===== config.mk =====
export PLATFORM = sky130hd
export DESIGN_NAME = obstacle_row_gen_flat
export DESIGN_NICKNAME = d
export VERILOG_FILES = /design/src/rtl/obstacle_row_gen_pkg.sv /design/src/rtl/obstacle_row_gen_if.sv /design/src/rtl/obstacle_row_gen_lfsr.sv /design/src/rtl/obstacle_row_gen.sv /design/src/flat_wrapper.sv
export SDC_FILE = /design/constraint.sdc
export NUM_CORES = 1
export LEC_CHECK = 0
export CAP_MARGIN = 20
export CORE_MARGIN = 1.5
export CORE_UTILIZATION = 40
export CTS_CLUSTER_SIZE = 12
export DETAILED_ROUTE_END_ITERATION = 8
export PLACE_DENSITY_LB_ADDON = 0.08
export SETUP_SLACK_MARGIN = 0.02
export SLEW_MARGIN = 20
export SYNTH_ARGS = -nofsm -noshare
export SYNTH_HDL_FRONTEND = slang
export SYNTH_SLANG_ARGS = --single-unit

===== constraint.sdc =====
create_clock -name clk -period 4.25 [get_ports clk]
set_input_delay 0.6375 -clock clk [delete_from_list [all_inputs] [get_ports clk]]
set_output_delay 0.6375 -clock clk [all_outputs]
set_load 0.02 [all_outputs]

===== src/rtl/obstacle_row_gen_pkg.sv =====
// car_dash_pkg: shared constants, FSM state encoding and helpers for obstacle_row_gen.
// Rev 1.0 - initial release.
`default_nettype none

package car_dash_pkg;

  localparam logic [15:0] LFSR_POLY = 16'hB400;
  localparam int          MAX_ROW_W = 256;

  typedef enum logic [1:0] {
    IDLE  = 2'd0,
    CLEAR = 2'd1,
    PLACE = 2'd2,
    OUT   = 2'd3
  } state_t;

  // Never returns 0 so that counters sized with it stay legal for degenerate parameters.
  function automatic int idx_w(input int n);
    return (n > 2) ? $clog2(n) : 1;
  endfunction

  function automatic logic [MAX_ROW_W-1:0] wall_mask(input int num_roads, input int road_w);
    logic [MAX_ROW_W-1:0] m;
    m = '0;
    for (int r = 0; r < num_roads; r++) begin
      m[r*road_w]            = 1'b1;
      m[r*road_w + road_w-1] = 1'b1;
    end
    return m;
  endfunction

endpackage

`default_nettype wire


===== src/rtl/obstacle_row_gen_if.sv =====
// obstacle_row_gen_if: request / row-delivery handshake bundle for obstacle_row_gen.
// Rev 1.0 - initial release.
`default_nettype none

interface obstacle_row_gen_if #(
  parameter int ROW_W = 16
) ();
  logic             gen_req;
  logic             seq_ready;
  logic             seq_valid;
  logic [ROW_W-1:0] seq_out;
  logic             busy;

  modport master (output gen_req, output seq_ready,
                  input  seq_valid, input seq_out, input busy);
  modport slave  (input  gen_req, input seq_ready,
                  output seq_valid, output seq_out, output busy);
endinterface

`default_nettype wire


===== src/rtl/obstacle_row_gen_lfsr.sv =====
// dash_lfsr: free-running 16-bit Galois LFSR (x^16+x^14+x^13+x^11), reset to SEED.
// Rev 1.0 - initial release.
`default_nettype none

module dash_lfsr
  import car_dash_pkg::*;
#(
  parameter logic [15:0] SEED = 16'hACE1
) (
  input  wire logic        clk,
  input  wire logic        rst,
  output logic      [15:0] o_q
);

  logic [15:0] r_q;

  always_ff @(posedge clk or posedge rst) begin
    if (rst) r_q <= SEED;
    else     r_q <= {1'b0, r_q[15:1]} ^ (r_q[0] ? LFSR_POLY : 16'h0000);
  end

  assign o_q = r_q;

endmodule

`default_nettype wire


===== src/rtl/obstacle_row_gen.sv =====
// obstacle_row_gen: builds walled obstacle rows from an LFSR and hands them out over valid/ready.
// Optional feature macro: SAFE_LANE_EN (keeps a drifting drivable lane per road). Rev 1.0.
`default_nettype none

module obstacle_row_gen
  import car_dash_pkg::*;
#(
  parameter int          NUM_ROADS     = 2,
  parameter int          ROAD_W        = 8,
  parameter int          OBST_PER_ROAD = 3,
  parameter int          MAX_TRIES     = 8,
  parameter logic [15:0] SEED          = 16'hACE1
) (
  input wire logic          clk,
  input wire logic          rst,
  obstacle_row_gen_if.slave bus
);

  localparam int IDX_W = idx_w(ROAD_W);
  localparam int ROW_W = NUM_ROADS * ROAD_W;
  localparam int R_W   = idx_w(NUM_ROADS);
  localparam int O_W   = idx_w(OBST_PER_ROAD);
  localparam int T_W   = idx_w(MAX_TRIES);
  localparam logic [ROW_W-1:0] WALL_MASK = ROW_W'(wall_mask(NUM_ROADS, ROAD_W));

  state_t           r_state;
  logic [ROW_W-1:0] r_work;
  logic [ROW_W-1:0] r_out;
  logic             r_valid;
  logic             r_busy;
  logic [R_W-1:0]   r_road;
  logic [O_W-1:0]   r_obst;
  logic [T_W-1:0]   r_tries;

  logic [15:0]      w_lfsr;
  logic [IDX_W-1:0] w_cand;
  logic [31:0]      w_pos;
  logic [ROW_W-1:0] w_set;
  logic [ROW_W-1:0] w_work_nxt;
  logic             w_in_range;
  logic             w_lane_clr;
  logic             w_safe_ok;
  logic             w_accept;
  logic             w_unused_lfsr;

  dash_lfsr #(.SEED(SEED)) u_lfsr (
    .clk (clk),
    .rst (rst),
    .o_q (w_lfsr)
  );

  assign w_cand        = w_lfsr[IDX_W-1:0];
  assign w_unused_lfsr = ^w_lfsr[15:IDX_W];

`ifdef SAFE_LANE_EN
  logic [NUM_ROADS-1:0][IDX_W-1:0] r_safe;

  // The safe lane drifts by at most one lane per row so a drivable path always exists.
  always_ff @(posedge clk or posedge rst) begin
    if (rst) begin
      for (int r = 0; r < NUM_ROADS; r++) r_safe[r] <= IDX_W'(ROAD_W/2);
    end else if (r_state == CLEAR) begin
      for (int r = 0; r < NUM_ROADS; r++) begin
        if (w_lfsr[1:0] == 2'b01 && r_safe[r] > IDX_W'(1))
          r_safe[r] <= r_safe[r] - 1'b1;
        else if (w_lfsr[1:0] == 2'b10 && r_safe[r] < IDX_W'(ROAD_W-2))
          r_safe[r] <= r_safe[r] + 1'b1;
      end
    end
  end

  assign w_safe_ok = (w_cand != r_safe[r_road]);
`else
  assign w_safe_ok = 1'b1;
`endif

  always_comb begin
    w_pos      = 32'(r_road) * 32'(ROAD_W) + 32'(w_cand);
    w_set      = ROW_W'(1) << w_pos;
    w_in_range = (w_cand != '0) && (w_cand <= IDX_W'(ROAD_W-2));
    w_lane_clr = ((r_work & w_set) == '0);
    w_accept   = w_in_range && w_lane_clr && w_safe_ok;
    w_work_nxt = w_accept ? (r_work | w_set) : r_work;
  end

  always_ff @(posedge clk or posedge rst) begin
    if (rst) begin
      r_state <= IDLE;
      r_work  <= WALL_MASK;
      r_out   <= WALL_MASK;
      r_valid <= 1'b0;
      r_busy  <= 1'b0;
      r_road  <= '0;
      r_obst  <= '0;
      r_tries <= '0;
    end else begin
      case (r_state)
        IDLE: begin
          if (bus.gen_req) begin
            r_busy  <= 1'b1;
            r_state <= CLEAR;
          end
        end
        CLEAR: begin
          r_work  <= WALL_MASK;
          r_road  <= '0;
          r_obst  <= '0;
          r_tries <= '0;
          r_state <= PLACE;
        end
        PLACE: begin
          r_work <= w_work_nxt;
          if (w_accept || r_tries == T_W'(MAX_TRIES-1)) begin
            r_tries <= '0;
            if (r_obst == O_W'(OBST_PER_ROAD-1)) begin
              r_obst <= '0;
              if (r_road == R_W'(NUM_ROADS-1)) begin
                r_out   <= w_work_nxt;
                r_valid <= 1'b1;
                r_state <= OUT;
              end else begin
                r_road <= r_road + 1'b1;
              end
            end else begin
              r_obst <= r_obst + 1'b1;
            end
          end else begin
            r_tries <= r_tries + 1'b1;
          end
        end
        OUT: begin
          if (bus.seq_ready) begin
            r_valid <= 1'b0;
            r_busy  <= 1'b0;
            r_state <= IDLE;
          end
        end
        default: r_state <= IDLE;
      endcase
    end
  end

  assign bus.seq_valid = r_valid;
  assign bus.seq_out   = r_out;
  assign bus.busy      = r_busy;

endmodule

`default_nettype wire


===== src/flat_wrapper.sv =====
// flat-port wrapper written by rule: the top's interface ports become plain ports
module obstacle_row_gen_flat import car_dash_pkg::*;
#(
  parameter int          NUM_ROADS     = 2,
  parameter int          ROAD_W        = 8,
  parameter int          OBST_PER_ROAD = 3,
  parameter int          MAX_TRIES     = 8,
  parameter logic [15:0] SEED          = 16'hACE1
)
  (clk, rst, bus_gen_req, bus_seq_ready, bus_seq_valid, bus_seq_out, bus_busy);
  obstacle_row_gen_if #(.ROW_W(16)) bus_i ();
  input wire logic clk;
  input wire logic rst;
  input wire logic [$bits(bus_i.gen_req)-1:0] bus_gen_req;
  input wire logic [$bits(bus_i.seq_ready)-1:0] bus_seq_ready;
  output wire logic [$bits(bus_i.seq_valid)-1:0] bus_seq_valid;
  output wire logic [$bits(bus_i.seq_out)-1:0] bus_seq_out;
  output wire logic [$bits(bus_i.busy)-1:0] bus_busy;
  assign bus_i.gen_req = bus_gen_req;
  assign bus_i.seq_ready = bus_seq_ready;
  assign bus_seq_valid = bus_i.seq_valid;
  assign bus_seq_out = bus_i.seq_out;
  assign bus_busy = bus_i.busy;
  obstacle_row_gen #(.NUM_ROADS(NUM_ROADS), .ROAD_W(ROAD_W), .OBST_PER_ROAD(OBST_PER_ROAD), .MAX_TRIES(MAX_TRIES), .SEED(SEED)) u_core (.clk(clk), .rst(rst), .bus(bus_i));
endmodule

==> summary.txt, run 1 <==
Outcome
  • Status: finished clean

Finish
  • Layout cells sized above 1: roughly a quarter
  • Filler cells: just under 600
  • Util after Layout: between 40% and 50%
  • Layout overhead on the synthesized area: 15.94%
  • Layout net count: between 200 and 250
  • Antenna Diode Count: 0

Power and ir drop
  • Post-route total power: 1333 uW
  • Internal Power: 895.6 uW
  • Clock Power Share: around a third
  • Flop pwr share: between 40% and 50%
  • Switching Share: 32.80%
  • Leakage: between 0.001 and 0.0015 uW
  • Gate power share: between 20% and 30%
  • Pwr dens: around 440 nW/um^2
  • Worst VDD drop: approximately 310 uV
  • Switching power: approximately 440 uW

Clocking
  • CTS tree: built
  • Clock Path Buffers: 2
  • Clock root buffer: clkbuf_8
  • Post_cts resized: 0
  • TritonCTS Sinks: a little under 60
  • Worst-path clk slew: 0.06 ns
  • Skew-Pair Late Insertion Delay: 0.33 ns
  • Total CTS buffers: 9
  • # hold bufs at CTS: 0
  • H-tree Lvls: 3
  • Post-CTS Setup Bufs: 0

Detailed routing
  • 1st-iter DRT viols: 85
  • Initial DRT Pass Iterations: 4
  • Met3 WL: between 200 and 250 um
  • Avg WL per Cell: 15.42 um
  • DRC: 0
  • Routed wl met2: approximately 2300 um
  • Detailed Route WL: roughly 4900 um
  • Post-DRT Antenna Nets: 0
  • Uppermost layer routed: met4
  • Vias per inst: 5.184
  • Post-Route M1 WL: around 2300 um
  • Vias: between 1500 and 2000

Floorplan
  • Rows: 29
  • Die height: 83.61 um
  • Die width: ~84 um
  • Initial Util: between 40% and 50%
  • Die ar.: around 7000 um^2
  • CORE AREA: approximately 6300 um^2
  • # IOs: 22

Logic synthesis
  • FF+latch count, synth: 58
  • Cells after Synth: 213
  • Ys Warns: 0
  • Sequential element share of the synthesized area: 56.62%
  • Main synth FF type: dfrtp_1
  • Yosys cell types: 51
  • FFs w/ async S/R, synth: 100.0%
  • Post-synth top area share: between 40 and 50%
  • Post-synth top area cell: dfrtp_1
  • Ranking of synthesized cells by area: dfrtp_1, dfstp_2, a31oi_1
  • Cell with the most instances after synthesis: dfrtp_1
  • Mapped Nets: ~220
  • Synth top cells by count: dfrtp_1, nor2_1, a31oi_1, dfstp_2, inv_1
  • Post-synth EDFFs: 0
  • Mapped cell area: between 2000 and 3000 um^2
  • Avg Inst Size Synth: 12.20 um^2

Place
  • Post-placement setup slack: 1.433 ns
  • Gpl congestion: 0.7751
  • DP HPWL: approximately 3200 um
  • I/O Buffers: 21

Timing
  • Final-report hold violation count: 0
  • Final worst slack: about 1.4 ns
  • Final setup viols: 0
  • TNS Setup: 0 ns
  • Max-slew headroom: between 50% and 60%
  • Fmax: roughly 350 MHz
  • Clock skew: between 0.009 and 0.01 ns
  • Fin crit period: approximately 2.8 ns
  • Tcrit/Tclk final: about two thirds
  • Slew Viols, Final: 0
  • RSZ-0062 raised after global routing: no
  • Measured slew at the worst slew-check pin: ~0.74 ns

GRT
  • Global-route wire length before repair: about 8600 um
  • Vias in the first global route: 1699
  • Initial antenna violation count: 0
  • Remaining global-route overflow: 0
  • Largest net degree at the start of global routing: 37
  • Gr usage total: roughly 16%

Setup path
  • Crit path required time: about 4.5 ns
  • Reg-to-reg slack, setup: approximately 1.4 ns
  • CP Capture Type: register
  • Crit path kind: reg -> reg
  • CP max FO: 14
  • CP arrival: just over 3 ns
  • Crit path launch type: register
  • Slowest CP cell: dfstp_2
  • Worst-path cell chain: and3b_1 > o21ai_2 > nand4_4 > o21bai_4 > and3_1 > buf_4 > mux2_2
  • Slowest stage delay, CP: just under 0.7 ns

Flow run
  • Max_cap viols: 0

Hold path
  • Worst hold path type: reg -> reg
==> per-layer routing <==
layer | up-vias | global-route usage [%]
met5 | - | 0
met4 | 0 | 8.048
met3 | 14 | 5.242
met2 | 34 | 23.83
met1 | 816 | 20.95
li1 | 795 | -
==> state kept, by name, summed over array words and instances, names as in the netlist, 2 cells and up <==
register / flops
u_core.bus.seq_out: 16
u_core.r_obst: 2
u_core.r_state: 2
u_core.r_tries: 3
u_core.r_work: 16
u_core.u_lfsr.o_q: 16
==> final cells by class <==
type / count / area [um^2] / area share, %
timing repair buffer: 24 / 232.7 / 7.724
clock inverter: 5 / 30.03 / 0.9967
sequential: 58 / 1471 / 48.84
clock buffer: 11 / 141.4 / 4.693
tap: 77 / 96.34 / 3.198
multi-input combinational: 130 / 984.7 / 32.68
inverter: 15 / 56.30 / 1.869
==> cell families after synthesis <==
group	synth area share [%]
xor gates and xnor gates	1.011
and+or+nand+nor	12.57
muxes	8.089
DFF	56.62
buffers and inverters	5.488
adders and majority gates	2.407
AOI/OAI and AO/OA	13.82
==> layout by cell type, fill, tap and decap left out, types with 2 or more instances in the layout <==
master / count
inv_1: 14
a21boi_0: 2
xor2_1: 3
nor2_1: 21
a21o_1: 3
dfstp_2: 16
and2_1: 2
ha_1: 5
clkbuf_8: 10
and3b_1: 2
nand3b_1: 2
mux2_2: 7
clkinvlp_4: 2
clkinv_2: 3
nor2b_1: 3
mux2i_1: 9
a311o_1: 2
buf_4: 3
a21o_2: 2
mux2_4: 2
or2_2: 4
o2bb2ai_1: 2
a31oi_1: 16
nand3_1: 3
clkdlybuf4s50_1: 21
nand2_1: 6
a21oi_1: 9
dfrtp_1: 42
o21ai_0: 3
==> final timing paths <==
check | cells past startpoint | to | startpoint
max | 7 | u_core.bus.seq_out[13] | u_core.u_lfsr.o_q[0]
min | 0 | u_core.u_lfsr.o_q[8] | u_core.u_lfsr.o_q[9]
max reg2reg | 7 | u_core.bus.seq_out[13] | u_core.u_lfsr.o_q[0]
min reg2reg | 0 | u_core.u_lfsr.o_q[8] | u_core.u_lfsr.o_q[9]
max in group asynchronous | 3 | u_core.u_lfsr.o_q[0] | rst
min in group asynchronous | 2 | u_core.u_lfsr.o_q[4] | rst
==> power by group through the flow <==
stage | Combinational [uW] | Clock [uW] | Sequential, uW
6_report | 297 | 441 | 594
5_1_grt | 338 | 485 | 597
4_1_cts | 298 | 458 | 594
3_5_place_dp | 298 | 0 | 603
3_3_place_gp | 300 | 0 | 603
2_1_floorplan | 202 | 0 | 605
==> stage by stage <==
| step | instance area, um^2 | std cells | hold slack [ns] |
|---|---|---|---|
| final | 3013 | 320 | 0.3480 |
| after global routing | 3013 | 320 | 0.3573 |
| after CTS | 3013 | 320 | 0.3522 |
| after detailed placement | 2841 | 304 | 0.3347 |
| after global placement | 2841 | 304 | 0.3362 |
| after floorplan | 2599 | 213 | 0.3312 |
==> critical path: cells and delay by family (launching register included) <==
kind	cells	cell delay [ns]
multiplexers	1	0.35
AO/OA/AOI/OAI	2	0.46
flip-flops	1	0.68
AND/OR/NAND/NOR	3	0.92
buffers and inverters	1	0.29
Note: power is estimated with default switching activity, not from simulation.
==> run 2: changes to the inputs <==
clock period = 2.5 ns   (was 4.25 ns; I/O delays follow)
==> run 2 against run 1 <==
Effect of this change: combinational power grew 83%; power increased by 82%; fmax increased by 24%; highest routed layer unchanged; hold slack better by 0.0051 ns; routed wire length up 1.7%; global-route usage up 0.26 points; design area rose by 4.1%; sequential share of layout area fell by 1.8 points; sequential power rose by 70%; setup slack worse by 1.2 ns; sequential cell count stayed put.
==> summary.txt, run 2 (same netlist as run 1, synthesis figures left out) <==
Setup path
  • Crit path kind: reg -> reg
  • Crit path launch type: register
  • Slowest CP cell: dfstp_2
  • Reg-to-reg slack, setup: about 0.22 ns
  • CP arrival: ~2.5 ns
  • CP max FO: 16
  • Slowest stage delay, CP: about 0.58 ns
  • Critical path's top delay family: simple AND/OR/NAND/NOR gates
  • Crit path required time: 2.72 ns
  • CP Capture Type: register
  • Worst-path cell chain: and3b_1 > o21ai_2 > nand4_4 > o21bai_4 > and3_1 > buf_12 > mux2_2
  • Worst Path Buf+Inv: 1

Timing
  • Final-report hold violation count: 0
  • Fin crit period: about 2.3 ns
  • Clock skew: ~0.006 ns
  • RSZ-0062 raised after global routing: no
  • TNS Setup: 0 ns
  • Final setup viols: 0
  • Fmax: ~440 MHz
  • Slew Viols, Final: 0
  • Measured slew at the worst slew-check pin: about 0.57 ns
  • Final worst slack: approximately 0.22 ns
  • Max-slew headroom: between 60% and 70%
  • Tcrit/Tclk final: approximately 90%

Detailed routing
  • Initial DRT Pass Iterations: 4
  • Detailed Route WL: between 5000 and 6000 um
  • Vias: about 1700
  • Vias per inst: 5.100
  • 1st-iter DRT viols: between 100 and 150
  • Post-DRT Antenna Nets: 0
  • DRC: 0
  • Avg WL per Cell: about 15 um

Power and ir drop
  • Internal Power: 1676 uW
  • Flop pwr share: between 40% and 50%
  • Worst VDD drop: ~550 uV
  • Gate power share: between 20% and 30%
  • Clock Power Share: 36.2%
  • Switching power: ~750 uW
  • Leakage: 0.001402 uW
  • Switching Share: a little under a third
  • Pwr dens: 774.9 nW/um^2

Floorplan
  • # IOs: 22
  • Rows: 29
  • Die ar.: 6990 um^2
  • CORE AREA: between 6000 and 7000 um^2
  • Die height: about 84 um
  • Die width: 83.61 um
  • Initial Util: between 40% and 50%

Clocking
  • Total CTS buffers: 9
  • Skew-Pair Late Insertion Delay: 0.34 ns
  • Clock root buffer: clkbuf_8
  • TritonCTS Sinks: a little under 60
  • Clock Path Buffers: 2
  • Worst-path clk slew: approximately 0.060 ns
  • CTS tree: built
  • H-tree Lvls: 3

Flow run
  • Max_cap viols: 0

Hold path
  • Worst hold path type: reg -> reg

Place
  • DP HPWL: between 3000 and 4000 um
  • Cell Count Post-Placement: about 310
  • Post-placement cell area: roughly 2900 um^2
  • I/O Buffers: 21
  • Post-placement setup slack: ~0.092 ns
  • Gpl congestion: 0.7667

GRT
  • Initial antenna violation count: 0
  • Remaining global-route overflow: 0
  • Global-route wire length before repair: ~8700 um
  • Largest net degree at the start of global routing: 26
  • Vias in the first global route: 1713
  • Grt peak-use layer: met1
  • Met2 Usage GRT: between 20% and 30%
  • Met1 GRT Util: 23.08%
  • Met3 Resource Use GR: between 6 and 7%
  • Gr usage total: roughly 16%

Finish
  • Final instance area: ~3100 um^2
  • Layout cells sized above 1: about 30%
  • Post-route insts no fill: 330
  • Layout overhead on the synthesized area: 20.65%
  • Commonest non-fill, non-tap cell in the layout: dfrtp_1
  • Antenna Diode Count: 0
  • Filler cells: between 500 and 600
  • Most frequent cells in the layout: dfrtp_1, nor2_1, clkdlybuf4s50_1
  • Layout net count: around 260

Outcome
  • Status: finished clean
-- run 2: cell count changes in the layout (fill, tap and decap cells not counted) --
cell / before / now
clkbuf_1: 1 / 0
buf_4: 3 / 12
clkbuf_8: 10 / 11
dfrtp_1: 42 / 40
dfrtp_2: 0 / 2
buf_12: 0 / 1
bufinv_16: 0 / 1
clkinvlp_4: 2 / 1
-- run 2: area by class of cell --
cell class | instances | area (um^2) | share of cell area, %
Sequential cell | 58 | 1474 | 47.01
Multi-Input combinational cell | 130 | 984.7 | 31.40
Tap cell | 77 | 96.34 | 3.073
Clock inverter | 5 | 52.55 | 1.676
Timing Repair Buffer | 34 | 320.3 | 10.22
Inverter | 15 | 56.30 | 1.796
Clock buffer | 11 | 151.4 | 4.828
-- run 2: worst paths after layout --
kind,startpoint,to,cells after the start
worst max-delay path,u_core.u_lfsr.o_q[0],u_core.bus.seq_out[14],7
worst min register to register,u_core.u_lfsr.o_q[9],u_core.u_lfsr.o_q[8],0
worst min-delay path,u_core.u_lfsr.o_q[9],u_core.u_lfsr.o_q[8],0
max in group asynchronous,rst,u_core.u_lfsr.o_q[0],3
min in group asynchronous,rst,u_core.u_lfsr.o_q[8],2
worst max register to register,u_core.u_lfsr.o_q[0],u_core.bus.seq_out[14],7
-- run 2: stage by stage --
stage | total power, uW | hold slack [ns] | util (%)
CTS | 2480 | 0.3579 | 49.39
detailed placement | 1576 | 0.3410 | 46.16
global placement | 1581 | 0.3338 | 46.16
global route | 2589 | 0.3629 | 49.66
floorplan | 1372 | 0.3312 | -
finish | 2430 | 0.3530 | 49.66
-- run 2: power groups by stage --
| stage | logic, uW | registers [uW] | clock network, uW |
|---|---|---|---|
| 3_5_place_dp | 552 | 1020 | 0 |
| 5_1_grt | 616 | 1010 | 962 |
| 2_1_floorplan | 343 | 1030 | 0 |
| 4_1_cts | 555 | 1010 | 918 |
| 3_3_place_gp | 556 | 1020 | 0 |
| 6_report | 543 | 1010 | 879 |
-- run 2: metal layers --
metal	vias up	routed length, um
met2	35	2186
met3	6	270
met4	0	57
met1	823	2504
li1	819	-
met5	-	0
-- run 2: repair_timing --
action                     CTS  global route
gates resized for setup      0             2
setup endpoints to repair    0             3
hold buffers                 0             0
setup buffers                0             2
